--- src/rtl/seg7_pkg.sv ---
// Shared 7-segment definitions (active-low, bit order {a,b,c,d,e,f,g}) used by the
// two-digit encoder and the snoop decoder.
package seg7_pkg;

  localparam logic [6:0] SEG_0     = 7'b0000001;
  localparam logic [6:0] SEG_1     = 7'b1001111;
  localparam logic [6:0] SEG_2     = 7'b0010010;
  localparam logic [6:0] SEG_3     = 7'b0000110;
  localparam logic [6:0] SEG_4     = 7'b1001100;
  localparam logic [6:0] SEG_5     = 7'b0100100;
  localparam logic [6:0] SEG_6     = 7'b0100000;
  localparam logic [6:0] SEG_7     = 7'b0001111;
  localparam logic [6:0] SEG_8     = 7'b0000000;
  localparam logic [6:0] SEG_9     = 7'b0001100;
  localparam logic [6:0] SEG_BLANK = 7'b1111111;

  localparam int               VAL_W   = 5;
  localparam logic [VAL_W-1:0] VAL_ERR = 5'd31;

  typedef enum logic {
    ST_TRACK = 1'b0,
    ST_HOLD  = 1'b1
  } state_t;

  typedef struct packed {
    logic       legal;
    logic       blank;
    logic [3:0] digit;
  } digit_info_t;

endpackage

--- src/rtl/seg7_digit_dec.sv ---
// Combinational single-digit decoder: active-low segment pattern -> {legal, blank, digit}.
module seg7_digit_dec
  import seg7_pkg::*;
(
  input  logic [6:0]  pattern,
  output digit_info_t info
);

  always_comb begin
    // NOTE: every output gets a default before the case so no latch is inferred.
    info = '{legal: 1'b1, blank: 1'b0, digit: 4'd0};
    unique case (pattern)
      SEG_0:     info.digit = 4'd0;
      SEG_1:     info.digit = 4'd1;
      SEG_2:     info.digit = 4'd2;
      SEG_3:     info.digit = 4'd3;
      SEG_4:     info.digit = 4'd4;
      SEG_5:     info.digit = 4'd5;
      SEG_6:     info.digit = 4'd6;
      SEG_7:     info.digit = 4'd7;
      SEG_8:     info.digit = 4'd8;
      SEG_9:     info.digit = 4'd9;
      SEG_BLANK: info.blank = 1'b1;
      default:   info.legal = 1'b0;
    endcase
  end

endmodule

--- src/rtl/seg7x2_snoop_dec.sv ---
// Two-digit active-low 7-segment snoop decoder: debounces {tens,ones} for STABLE_CYCLES
// and emits each new stable value once over valid/ready. Define SEG7_DEC_ERRCNT_EN for err_count.
module seg7x2_snoop_dec
  import seg7_pkg::*;
#(
  parameter int STABLE_CYCLES = 4
`ifdef SEG7_DEC_ERRCNT_EN
  ,
  parameter int ERRCNT_W      = 8
`endif
) (
  input  logic             clk,
  input  logic             rst,
  input  logic [6:0]       seg_ones,
  input  logic [6:0]       seg_tens,
  input  logic             out_ready,
  output logic             out_valid,
  output logic [VAL_W-1:0] out_value,
  output logic             out_err
`ifdef SEG7_DEC_ERRCNT_EN
  ,
  output logic [ERRCNT_W-1:0] err_count
`endif
);

  localparam int               CNT_W   = (STABLE_CYCLES > 1) ? $clog2(STABLE_CYCLES) : 1;
  localparam logic [CNT_W-1:0] CNT_MAX = CNT_W'(STABLE_CYCLES - 1);

  logic [13:0]      din;
  logic [13:0]      samp;
  logic [13:0]      last_pat;
  logic             last_vld;
  logic [CNT_W-1:0] cnt;
  state_t           state;
  state_t           state_nxt;
  logic             stable_new;
  logic             accept;

  digit_info_t      ones_info;
  digit_info_t      tens_info;
  logic             ones_ok;
  logic             tens_ok;
  logic             dec_err;
  logic [VAL_W-1:0] tens_part;
  logic [VAL_W-1:0] dec_value;

  assign din = {seg_tens, seg_ones};

  // Sample register and stability counter run in every state.
  always_ff @(posedge clk) begin
    // NOTE: sequential state uses non-blocking assignments only.
    if (rst) begin
      samp <= {SEG_BLANK, SEG_BLANK};
      cnt  <= '0;
    end else begin
      samp <= din;
      if (din != samp)       cnt <= '0;
      else if (cnt != CNT_MAX) cnt <= cnt + 1'b1;
    end
  end

  seg7_digit_dec u_ones_dec (.pattern(samp[6:0]),  .info(ones_info));
  seg7_digit_dec u_tens_dec (.pattern(samp[13:7]), .info(tens_info));

  // Ones must be a real digit; tens may only be blank (0) or a one.
  assign ones_ok   = ones_info.legal & ~ones_info.blank;
  assign tens_ok   = tens_info.blank | (tens_info.legal & (tens_info.digit == 4'd1));
  assign dec_err   = ~(ones_ok & tens_ok);
  assign tens_part = tens_info.blank ? '0 : VAL_W'(10);
  assign dec_value = dec_err ? VAL_ERR : tens_part + VAL_W'(ones_info.digit);

  assign stable_new = (cnt == CNT_MAX) && (din == samp) && (!last_vld || (samp != last_pat));
  assign accept     = (state == ST_TRACK) && stable_new;

  always_ff @(posedge clk) begin
    if (rst) state <= ST_TRACK;
    else     state <= state_nxt;
  end

  always_comb begin
    state_nxt = state;
    unique case (state)
      ST_TRACK: if (stable_new) state_nxt = ST_HOLD;
      ST_HOLD:  if (out_ready)  state_nxt = ST_TRACK;
      default:                  state_nxt = ST_TRACK;
    endcase
  end

  always_comb begin
    out_valid = (state == ST_HOLD);
  end

  // Result and last-emitted record load together so they never disagree.
  always_ff @(posedge clk) begin
    if (rst) begin
      out_value <= '0;
      out_err   <= 1'b0;
      last_pat  <= '0;
      last_vld  <= 1'b0;
    end else if (accept) begin
      out_value <= dec_value;
      out_err   <= dec_err;
      last_pat  <= samp;
      last_vld  <= 1'b1;
    end
  end

`ifdef SEG7_DEC_ERRCNT_EN
  always_ff @(posedge clk) begin
    if (rst)                                        err_count <= '0;
    else if (accept && dec_err && (err_count != '1)) err_count <= err_count + 1'b1;
  end
`endif

endmodule

--- config.mk ---
export PLATFORM = sky130hd
export DESIGN_NAME = seg7x2_snoop_dec
export DESIGN_NICKNAME = d
export VERILOG_FILES = /design/src/rtl/seg7_pkg.sv /design/src/rtl/seg7_digit_dec.sv /design/src/rtl/seg7x2_snoop_dec.sv
export SDC_FILE = /design/constraint.sdc
export NUM_CORES = 1
export LEC_CHECK = 0
export CAP_MARGIN = 20
export CORE_ASPECT_RATIO = 1.5
export CORE_UTILIZATION = 40
export CTS_CLUSTER_SIZE = 30
export DETAILED_ROUTE_END_ITERATION = 16
export GPL_TIMING_DRIVEN = 0
export MAX_ROUTING_LAYER = met4
export PLACE_DENSITY = 0.61
export SETUP_SLACK_MARGIN = 0.1
export SYNTH_ARGS = -nofsm -noshare
export SYNTH_HDL_FRONTEND = slang
export SYNTH_HIERARCHICAL = 1
export SYNTH_SLANG_ARGS = --single-unit
--- constraint.sdc ---
create_clock -name clk -period 3.1 [get_ports clk]
set_clock_uncertainty 0.15 [all_clocks]
set_input_delay 0.62 -clock clk [delete_from_list [all_inputs] [get_ports clk]]
set_output_delay 0.62 -clock clk [all_outputs]
set_load 0.02 [all_outputs]
==> results of run 1 <==
[routing by layer]
metal / global-route usage (%) / routed length, microns / up-vias
met4: 8.72 / 126 / 0
met2: 39.5 / 2830 / 30
met1: 22.1 / 2250 / 912
met5: - / 0 / -
met3: 2.34 / 84 / 9
li1: - / - / 971
[synthesized netlist by cell type]
master and instances:
a211oi_1 2, a21o_1 2, a21oi_1 22, a22oi_1 2, a32oi_1 2, and3_1 5, and3_2 2, and4_4 1
and4b_1 1, buf_2 2, buf_6 6, clkbuf_1 8, dfxtp_1 38, ha_1 4, inv_1 3, mux2i_1 1
nand2_1 7, nand2b_1 4, nand3_1 21, nand3b_1 1, nand4_1 8, nand4bb_1 1, nor2_1 9, nor2b_1 1
nor3_1 4, nor3b_1 4, nor4_1 3, nor4_4 3, o211ai_1 6, o21ai_0 23, o21ai_1 2, o2bb2ai_1 2
o311ai_0 1, or2_2 16, or4_4 1, xnor2_1 20, xor2_1 16
[final cells by class]
class	instances	area [sq um]
fill	519	2610
multi-input combinational	197	1320
sequential	38	761
timing repair buffer	22	220
buffer	16	108
clock buffer	7	86.3
tap	68	85.1
inverter	3	11.3
clock inverter	1	5.00
[stage by stage]
stage                     util, %  cells  power [W]
final                        49.9    352   0.000996
after global routing         49.9    352    0.00105
after CTS                    49.9    352    0.00101
after detailed placement     48.1    344   0.000654
after global placement       48.1    344   0.000653
after floorplan                 -    254   0.000609
[worst register-to-register path: stages, from the launching register on]
cell       delay (ns)
dfxtp_1          0.59
and3_2           0.28
and3_1           0.20
a22oi_1          0.09
nand4_1          0.11
nand4bb_1        0.09
o21ai_0          0.23
nand3b_1         0.23
o311ai_0         0.46
a21oi_1          0.12
[logic make-up (layout without fill, tap and decap cells)]
logic type               count (synthesis)  after routing  share of synthesized area [%]
AO/OA/AOI/OAI                           64             64                           16.8
buffers and inverters                   19             49                           5.40
multiplexers                             1              1                          0.455
adder cells (fa/ha/maj)                  4              4                           2.27
XOR/XNOR                                36             36                           14.3
flip-flops                              38             38                           34.6
AND/OR/NAND/NOR                         92             92                           26.2
[power breakdown]
group	switching, W	internal [W]
registers	0.0000265	0.000498
logic	0.0000548	0.0000625
clock network	0.000175	0.000180
total	0.000256	0.000740
[state kept, by name, indices dropped and copies added, names as in the netlist]
register   flops
cnt            2
out_err        1
last_vld       1
out_value      5
samp          14
out_valid      1
last_pat      14
[worst max-delay path by stage]
stage                start      endpoint  slack [ns]
2_1_floorplan      samp[7]  out_value[4]        0.95
4_1_cts            samp[7]  out_value[4]        0.42
3_5_place_dp   seg_tens[3]   last_pat[9]        0.42
6_report           samp[7]  out_value[4]        0.43
3_3_place_gp   seg_tens[3]  out_value[4]        0.44
5_1_grt            samp[7]  out_value[4]        0.23
==> results.json, run 1 <==
{
  "outcome": "completed",
  "synth_top_area_share_pct": 34.6,
  "clock_sinks": 38,
  "clk_latency_ns": 0.29,
  "worstSetupStartpointType": "flip-flop",
  "finalWirelength_microns": 5290,
  "crit_path_end_kind": "flip-flop",
  "area_growth_pct": 18.0,
  "hold_path.class": "reg2reg",
  "vias": 1922,
  "hold_buffers": 0,
  "crit_cells": 9,
  "netlist_top_cells_area": "dfxtp_1, xnor2_1, xor2_1",
  "regToRegSetupSlack_ns": 0.43,
  "vias_per_cell": 5.46,
  "hold_viol": 0,
  "yosys.area.top_type": "dfxtp_1",
  "htree_levels": 2,
  "setup_viol": 0,
  "min_path_cells": 2,
  "fin_ws_ns": 0.433,
  "max_freq_mhz": 375,
  "dpl-instance-area_sq_um": 2510,
  "arrival_ns": 2.68,
  "worstSetupPathType": "reg2reg",
  "cts_tree": "done",
  "post_cts_resized": 0,
  "ir_drop_mv": 0.207,
  "pin_count": 24,
  "die-area_sq_um": 5810,
  "start_util_pct": 42.3,
  "post_synth_num_cell_types": 37,
  "fin_nets": 304,
  "yosys_warnings": 6,
  "clkTransAtPathRegs_ns": 0.08,
  "drv_cap": 0,
  "relSlewSlack_pct": 69.2,
  "dr.pass1.iters": 4,
  "required_ns": 3.12,
  "path_max_fanout": 10,
  "seq_area_frac_synth_pct": 34.6,
  "synth_fp_nets": 275,
  "cp_top_family": "simple AND/OR/NAND/NOR gates",
  "r2r_cells": 9,
  "fin_tns_setup_ns": 0,
  "place_ws_ns": 0.421,
  "layout_common_cells": "dfxtp_1, o21ai_0, a21oi_1, clkdlybuf4s50_1, nand3_1",
  "ant_nets": 0,
  "path_buf_inv": 0,
  "drc_errors": 0,
  "drtIter0Drc": 109,
  "power.leakage_nw": 0.888,
  "clockBufferDepth": 2,
  "diodes": 0,
  "portBuffers": 22,
  "r2r_end": "out_value[4]",
  "overflow": 0,
  "die_x_microns": 62.6,
  "grt_pass1_vias": 2015,
  "worstMarginPinSlew_ns": 0.462,
  "period_share_pct": 86.0,
  "path_cells": "and3_2, and3_1, a22oi_1, nand4_1, nand4bb_1, o21ai_0, nand3b_1, o311ai_0, a21oi_1",
  "cts_buffers": 5,
  "wl_per_cell_microns": 15.0,
  "syn-cell-area_sq_um": 2200,
  "cts_root_buffer": "clkbuf_8",
  "slowest_stage": "dfxtp_1",
  "postCtsSetupBuffers": 0,
  "grt_pass1_wl_microns": 9330,
  "place_congestion": 0.908,
  "row_count": 32,
  "hp-start": "out_value[1]",
  "r2r_start": "samp[7]",
  "p_per_area_nw_per_um2": 383,
  "hold_end": "out_value[1]",
  "die_h_microns": 92.8,
  "grt_usage_pct": 21.1,
  "finalMaxSlewViolations": 0,
  "grt_start_max_net_pins": 12,
  "syn-mean-instance-area_sq_um": 8.66,
  "drive_gt1_share_pct": 13.4,
  "hold_ws_ns": 0.329,
  "synth-seq-cells": 38,
  "final_common_cell": "dfxtp_1",
  "core_area_sq_um": 5200,
  "hpwl_microns": 3920,
  "syn_inst": 254,
  "rsz0062_at_grt": "no",
  "critPathMaxStageDelay_ns": 0.59,
  "fin_crit_ns": 2.67,
  "design_area_sq_um": 2600,
  "antenna_found_initial": 0
}
Power figures use the tool's default switching activity.
==> inputs of run 2 (changes only) <==
- CORE_ASPECT_RATIO: 1.5 -> unset
==> run 2 against run 1 <==
Against the previous run: critical path depth is the same; final cell count grew 0.57%; sequential cell count is the same; critical endpoint unchanged; sequential power is essentially flat; combinational power is essentially flat; clock power grew 47%; core utilization grew 1.0 points; cell area grew 2.1%; hold slack lost 0.0058 ns; highest routed layer unchanged; fmax grew 0.52%; sequential share of layout area shrank 0.59 points.
==> results.json, run 2 (synthesis results as in run 1) <==
{
  "portBuffers": 22,
  "crit_path_end_kind": "flip-flop",
  "place_congestion": 0.832,
  "drive_gt1_share_pct": 13.7,
  "worstMarginPinSlew_ns": 0.484,
  "rsz0062_at_grt": "no",
  "drtIter0Drc": 89,
  "finalWirelength_microns": 5020,
  "period_share_pct": 85.6,
  "postCtsSetupBuffers": 0,
  "outcome": "completed",
  "drv_cap": 0,
  "critPathMaxStageDelay_ns": 0.59,
  "row_count": 26,
  "cts_buffers": 5,
  "path_max_fanout": 10,
  "pin_count": 24,
  "max_freq_mhz": 377,
  "relSlewSlack_pct": 67.7,
  "grt_pass1_vias": 1796,
  "hold_buffers": 0,
  "finalMaxSlewViolations": 0,
  "hold_end": "out_value[0]",
  "regToRegSetupSlack_ns": 0.45,
  "fin_nets": 304,
  "dr.pass1.iters": 4,
  "arrival_ns": 2.66,
  "core_area_sq_um": 5200,
  "die-area_sq_um": 5800,
  "worstSetupPathType": "reg2reg",
  "r2r_start": "samp[7]",
  "clock_sinks": 38,
  "top_regs": "last_pat: 14 flops, samp: 14 flops, out_value: 5 flops",
  "final_common_cell": "dfxtp_1",
  "hp-start": "out_value[0]",
  "vias": 1958,
  "grt_usage_pct": 19.3,
  "antenna_found_initial": 0,
  "cp_top_family": "simple AND/OR/NAND/NOR gates",
  "hpwl_microns": 3700,
  "slowest_stage": "dfxtp_1",
  "p_total_w": 0.00116,
  "required_ns": 3.11,
  "instances_no_fill": 354,
  "die_x_microns": 76.2,
  "clkTransAtPathRegs_ns": 0.08,
  "r2r_cells": 9,
  "wl_per_cell_microns": 14.2,
  "vias_per_cell": 5.53,
  "design_area_sq_um": 2650,
  "ir_drop_mv": 0.266,
  "ant_nets": 0,
  "start_util_pct": 42.3,
  "hold_path.class": "reg2reg",
  "worstSetupStartpointType": "flip-flop",
  "clk_latency_ns": 0.29,
  "r2r_end": "out_value[4]",
  "p_per_area_nw_per_um2": 439,
  "cts_root_buffer": "clkbuf_8",
  "grt_start_max_net_pins": 13,
  "cts_tree": "done",
  "area_growth_pct": 20.5,
  "dpl-instance-area_sq_um": 2510,
  "path_cells": "and3_2, and3_1, a22oi_1, nand4_1, nand4bb_1, o21ai_0, nand3b_1, o311ai_0, a21oi_1",
  "die_h_microns": 76.2,
  "grt_pass1_wl_microns": 8660,
  "post_cts_resized": 0,
  "htree_levels": 2,
  "overflow": 0,
  "power.leakage_nw": 0.911,
  "crit_cells": 9,
  "setup_viol": 0,
  "clockBufferDepth": 2,
  "dp_cells": 346,
  "fin_tns_setup_ns": 0,
  "diodes": 0,
  "fin_crit_ns": 2.65,
  "min_path_cells": 2,
  "layout_common_cells": "dfxtp_1, o21ai_0, a21oi_1, clkdlybuf4s50_1, nand3_1",
  "hold_viol": 0,
  "nFillCells": 522,
  "drc_errors": 0,
  "path_buf_inv": 0
}
==> run 2: cell count changes in the layout (fill, tap and decap cells not counted) <==
cell	delta
bufinv_16	+2
clkbuf_1	-1
clkinv_2	-1
==> run 2: power by group <==
| part | total, W | switching, W | leakage [nW] | internal, W |
|---|---|---|---|---|
| registers | 0.000524 | 0.0000262 | 0.310 | 0.000498 |
| clock network | 0.000523 | 0.000180 | 0.0714 | 0.000343 |
| logic | 0.000118 | 0.0000555 | 0.529 | 0.0000626 |
==> run 2: tightest hold or removal path, delay by kind of cell (launching register included) <==
kind | cells | cell delay [ns]
DFF | 1 | 0.31
AOI/OAI and AO/OA | 2 | 0.12
==> run 2: how the worst max path moves through the flow <==
stage	start	endpoint	slack (ns)
2_1_floorplan	samp[7]	out_value[4]	0.95
3_3_place_gp	samp[7]	out_value[4]	0.46
3_5_place_dp	samp[7]	out_value[4]	0.45
4_1_cts	samp[7]	out_value[4]	0.42
5_1_grt	samp[7]	out_value[4]	0.17
6_report	samp[7]	out_value[4]	0.45
==> run 2: final cells by class <==
type / count / area (sq um) / share of cell area, %
Clock inverter: 2 / 60.1 / 2.27
Sequential cell: 38 / 761 / 28.7
Multi-Input combinational cell: 197 / 1320 / 49.8
Timing Repair Buffer: 22 / 220 / 8.31
Buffer: 16 / 108 / 4.06
Inverter: 3 / 11.3 / 0.425
Clock buffer: 6 / 82.6 / 3.11
Tap cell: 70 / 87.6 / 3.30
==> run 2: routing by layer <==
layer / track usage [%] / share of wire, % / vias to the layer above
met5: - / 0 / -
met2: 31.0 / 46 / 57
met1: 25.1 / 48 / 921
met4: 4.42 / 1.1 / 0
li1: - / - / 973
met3: 3.83 / 4.3 / 7
==> run 2: per-stage QoR <==
stage          hold slack [ns]  util [%]  worst slack [ns]
3_3_place_gp             0.310      48.2             0.458
6_report                 0.323      50.9             0.447
3_5_place_dp             0.317      48.2             0.451
4_1_cts                  0.327      50.9             0.424
5_1_grt                  0.357      50.9             0.174
2_1_floorplan            0.286         -             0.953
